**config.mk**
```make
export PLATFORM = sky130hd
export DESIGN_NAME = div_32_seq
export DESIGN_NICKNAME = d
export VERILOG_FILES = /design/src/rtl/div_32_seq.sv
export SDC_FILE = /design/constraint.sdc
export NUM_CORES = 1
export LEC_CHECK = 0
export CAP_MARGIN = 20
export CORE_UTILIZATION = 52
export CTS_CLUSTER_DIAMETER = 150
export CTS_CLUSTER_SIZE = 14
export DETAILED_ROUTE_END_ITERATION = 12
export PLACE_DENSITY = 0.88
export SLEW_MARGIN = 30
export SYNTH_ARGS = -nofsm -noshare
export SYNTH_HDL_FRONTEND = slang
export SYNTH_SLANG_ARGS = --single-unit
```
**constraint.sdc**
```tcl
create_clock -name clk -period 3.2 [get_ports clk]
set_clock_uncertainty 0.15 [all_clocks]
set_input_delay 0.64 -clock clk [delete_from_list [all_inputs] [get_ports clk]]
set_output_delay 0.64 -clock clk [all_outputs]
set_load 0.005 [all_outputs]
```
**src/rtl/div_32_seq.sv**
```systemverilog
// Iterative restoring divider: S / T, signed or unsigned, fixed 33-cycle latency.
// Result packs {remainder, quotient} to match the multiplier's HI/LO layout.
module div_32_seq #(
    parameter int unsigned WIDTH = 32,
    parameter int unsigned CNT_W = 6
) (
    input  logic               clk,
    input  logic               reset,
    input  logic               start,
    input  logic               sgn,
    input  logic [WIDTH-1:0]   S,
    input  logic [WIDTH-1:0]   T,
    output logic               busy,
    output logic               done,
    output logic               dz,
    output logic [2*WIDTH-1:0] Y
);

    typedef enum logic [1:0] {StIdle, StIter, StFix} state_e;

    state_e             state_q, state_d;
    logic [CNT_W-1:0]   cnt_q;
    logic [WIDTH:0]     rem_q;
    logic [WIDTH-1:0]   quo_q;
    logic [WIDTH-1:0]   div_q;
    logic [WIDTH-1:0]   dvd_q;
    logic               qneg_q, rneg_q, zero_q;
    logic               done_q, dz_q;
    logic [2*WIDTH-1:0] y_q;

    logic [WIDTH-1:0]   s_mag, t_mag;
    logic [WIDTH:0]     r_shift, r_sub;
    logic               r_ge;
    logic [WIDTH-1:0]   q_fix, r_low, r_fix;
    logic               last_iter;

    // 0x80000000 negates to itself, which is already the correct unsigned magnitude.
    assign s_mag     = (sgn && S[WIDTH-1]) ? -S : S;
    assign t_mag     = (sgn && T[WIDTH-1]) ? -T : T;
    assign r_shift   = {rem_q[WIDTH-1:0], quo_q[WIDTH-1]};
    assign r_ge      = r_shift >= {1'b0, div_q};
    assign r_sub     = r_shift - {1'b0, div_q};
    assign r_low     = rem_q[WIDTH-1:0];
    assign q_fix     = qneg_q ? -quo_q : quo_q;
    assign r_fix     = rneg_q ? -r_low : r_low;
    assign last_iter = (cnt_q == CNT_W'(WIDTH - 1));

    always_ff @(posedge clk or negedge reset) begin
        if (!reset) begin
            state_q <= StIdle;
        end else begin
            state_q <= state_d;
        end
    end

    always_comb begin
        state_d = state_q;
        unique case (state_q)
            StIdle:  if (start) state_d = StIter;
            StIter:  if (last_iter) state_d = StFix;
            StFix:   state_d = StIdle;
            default: state_d = StIdle;
        endcase
    end

    always_comb begin
        busy = (state_q != StIdle);
        done = done_q;
        dz   = dz_q;
        Y    = y_q;
    end

    always_ff @(posedge clk or negedge reset) begin
        if (!reset) begin
            cnt_q  <= '0;
            rem_q  <= '0;
            quo_q  <= '0;
            div_q  <= '0;
            dvd_q  <= '0;
            qneg_q <= 1'b0;
            rneg_q <= 1'b0;
            zero_q <= 1'b0;
            done_q <= 1'b0;
            dz_q   <= 1'b0;
            y_q    <= '0;
        end else begin
            done_q <= 1'b0;
            unique case (state_q)
                StIdle: begin
                    if (start) begin
                        quo_q  <= s_mag;
                        div_q  <= t_mag;
                        dvd_q  <= S;
                        qneg_q <= sgn & (S[WIDTH-1] ^ T[WIDTH-1]);
                        rneg_q <= sgn & S[WIDTH-1];
                        zero_q <= (T == '0);
                        rem_q  <= '0;
                        cnt_q  <= '0;
                    end
                end
                StIter: begin
                    rem_q <= r_ge ? r_sub : r_shift;
                    quo_q <= {quo_q[WIDTH-2:0], r_ge};
                    cnt_q <= cnt_q + 1'b1;
                end
                StFix: begin
                    // Divide-by-zero result is forced, bypassing the sign fix-up.
                    y_q    <= zero_q ? {dvd_q, {WIDTH{1'b1}}} : {r_fix, q_fix};
                    dz_q   <= zero_q;
                    done_q <= 1'b1;
                end
                default: ;
            endcase
        end
    end

endmodule

```
==> results.toml <==
[timing]
relSlewSlack = 0.4419
finalHoldViolCount = 0
setup_tns_ns = 0
worstMarginPinSlew_ns = 0.8372
min_period_ns = 3.099
setup_ws_ns = 0.1011
hold_ws_ns = 0.01201
setup_violations = 0
fin_crit_sh = 0.9684
maxClockFrequency_mhz = 322.7
slew_viol_final = 0

[cts]
cts_buffers = 18
cts_tree = "yes"
clkTransAtPathRegs_ns = 0.07
cts.sinks = 205
cts_max_path_buffers = 3
cts_max_level = 1
clockRootBuffer = "clkbuf_16"
cts_hold_buffers = 0
clkLatencyLatePin_ns = 0.49

[power_and_ir_drop]
switching_power_mw = 4.371
comb_power_share = 0.475
total_power_mw = 10.85
p_int_mw = 6.481
leakagePower_nw = 7.193
pwr_density_cell_nw_per_um2 = 680.5
pwr-share-clk = 0.183
p_seq_frac = 0.342
swShare = 0.4028
irDropWorstVdd_mv = 0.3290

[logic_synthesis]
ys.flop_type = "dfrtp_1"
synthDistinctLibCells = 65
synth_edf_count = 0
syn_area_um2 = 12720
synth_cells = 1510
yosysSeqAreaShare = 0.4031
synth_fp_nets = 1616
syn_area_per_cell_um2 = 8.427
ys_async_sr_fraction = 1.000
yosys_warnings = 0
ys_ff_latch = 205

[detailed_routing]
wirelength_mm = 37.65
first_pass_iters = 5
routedWlPerCell_um = 18.35
route.detailed.drc = 0
viasPerCell = 5.886
drt-initial-drc-count = 903
vias = 12080
ant_nets = 0

[cells_and_area]
drive_above_1_share = 0.1241
final_nets = 1838
finalInstanceArea_um2 = 15950
area_growth_pct = 25.31
finalNonFillerCells = 2052
fillCellCount = 1887
utilization = 0.6713
diodes = 0

[die]
die_area_um2 = 25100
dieHeight_um = 158.4
rows = 56
ios = 135
core-area_um2 = 23750
start_util = 0.5357
die_x_um = 158.4

[setup_path]
start_kind = "register"
timing.critical_path.fanout_max = 5
criticalPathCategory = "register to register"
critPathCaptureType = "register"
cp.arrival_ns = 3.29
cp.required_ns = 3.39

[global_routing]
first_global_vias = 11870
grt_first_pass_wirelength_mm = 60.07
overflow = 0
antenna_found_initial = 0
grt_max_degree = 72
grtUsageTotal = 0.3059

[run]
drv_cap = 0

[placement]
dp_hpwl_mm = 28.64
gp_congestion = 0.9363
dpl_worst_slack_ns = -0.5646
dp.cells = 2029
placed_area_um2 = 15360
portBuffers = 134

[min_path]
hold_class = "primary input to async pin"

[status]
outcome = "finished clean"
==> sequential cells by signal (all words and copies together) (netlist names), 2 cells and up <==
name	cells
div_q	32
quo_q	32
rem_q	32
Y	64
state_q	2
dvd_q	32
cnt_q	6
==> Yosys cell counts, types with 25 or more instances <==
cell / instances / area [um^2]
o31ai_1: 35 / 262.8
a21oi_1: 98 / 490.5
dfrtp_1: 205 / 5130
mux2i_1: 31 / 310.3
clkbuf_1: 73 / 274.0
nand3_1: 36 / 180.2
a22oi_1: 28 / 210.2
xor2_1: 86 / 753.2
nor3_1: 25 / 125.1
o21ai_0: 179 / 895.9
ha_1: 37 / 462.9
inv_1: 55 / 206.5
nand2_1: 260 / 975.9
xnor2_1: 56 / 490.5
nor2_1: 88 / 330.3
==> power by group through the flow <==
stage / Sequential [mW] / Combinational, mW / Clock [mW]
2_1_floorplan: 3.64 / 3.23 / 0
3_3_place_gp: 3.69 / 4.88 / 0
3_5_place_dp: 3.73 / 5.02 / 0
4_1_cts: 3.69 / 5.06 / 2.01
5_1_grt: 3.78 / 5.71 / 2.11
6_report: 3.71 / 5.15 / 1.99
==> metal layers <==
metal | vias up | part of all wire | track usage
met5 | - | 0 | 0
met3 | 96 | 0.061 | 0.03593
met4 | 0 | 0.052 | 0.1593
met1 | 5741 | 0.41 | 0.3834
li1 | 5761 | - | -
met2 | 481 | 0.47 | 0.5186
==> layout by cell type, fill, tap and decap left out, types with 3 or more instances in the layout <==
| cell type | n |
|---|---|
| and3_1 | 10 |
| o41ai_1 | 13 |
| a32oi_1 | 10 |
| xor2_1 | 86 |
| a21oi_1 | 97 |
| nand2_1 | 259 |
| nand2b_1 | 7 |
| or4_1 | 11 |
| xnor2_1 | 56 |
| dfrtp_1 | 204 |
| inv_1 | 55 |
| buf_12 | 3 |
| nand4b_1 | 3 |
| nor4_2 | 3 |
| o31ai_1 | 34 |
| a22oi_1 | 28 |
| and2_1 | 9 |
| nor3_1 | 25 |
| o21bai_1 | 5 |
| or4_4 | 4 |
| clkdlybuf4s50_1 | 133 |
| a21o_1 | 16 |
| a221o_1 | 5 |
| o211ai_1 | 3 |
| nand4_1 | 12 |
| nand3b_1 | 3 |
| clkbuf_16 | 19 |
| o41ai_2 | 3 |
| a31oi_1 | 8 |
| or3_1 | 16 |
| nor2b_1 | 6 |
| or2_2 | 7 |
| nor2_1 | 87 |
| nor4_1 | 11 |
| o21ai_0 | 178 |
| ha_1 | 37 |
| buf_4 | 151 |
| nand3_1 | 36 |
| mux2i_1 | 31 |
==> final timing paths <==
| check | start | to | slack (ns) | cells after the start |
|---|---|---|---|---|
| max | rem_q[8] | Y[54] | 0.10 | 9 |
| min | reset | Y[38] | 0.01 | 1 |
| max reg2reg | rem_q[8] | Y[54] | 0.10 | 9 |
| min reg2reg | dz | dz | 0.33 | 2 |
| max in group asynchronous | reset | Y[51] | 2.16 | 2 |
| min in group clk | dz | dz | 0.33 | 2 |
==> area by class of cell <==
type | count | area (um^2) | share of cell area
clock inverters | 1 | 7.507 | 0.0004708
multi-input cells | 1164 | 7183 | 0.4505
repair buffers | 288 | 2539 | 0.1592
flip-flops and latches | 205 | 5131 | 0.3218
clock buffers | 20 | 479.2 | 0.03005
inverters | 55 | 206.4 | 0.01295
well taps | 319 | 399.1 | 0.02503
==> logic make-up (layout without fill, tap and decap cells) <==
kind of cell    after synthesis  in the layout  synth area share
compound gates              428            428            0.2037
xor+xnor                    142            142           0.09774
fa+ha+maj                    38             38           0.03795
buf+inv                     141            364           0.04218
flops                       205            205            0.4031
mux                          33             33           0.02616
simple gates                523            523            0.1891
==> critical path, stage by stage (launching register included) <==
cell and delay, ns:
dfrtp_1 0.42, buf_4 0.16, or4_1 0.61, nor4b_4 0.34
nand4b_1 0.28, o41ai_2 0.36, xor2_1 0.19, nor2_1 0.06
a21oi_1 0.25, o21ai_0 0.13
==> timing repair <==
item,CTS,global route
resized for setup,6,9
pin swaps,1,4
setup endpoints to repair,3,35
setup buffers,1,1
No activity file was read; power rests on OpenSTA's default activity.
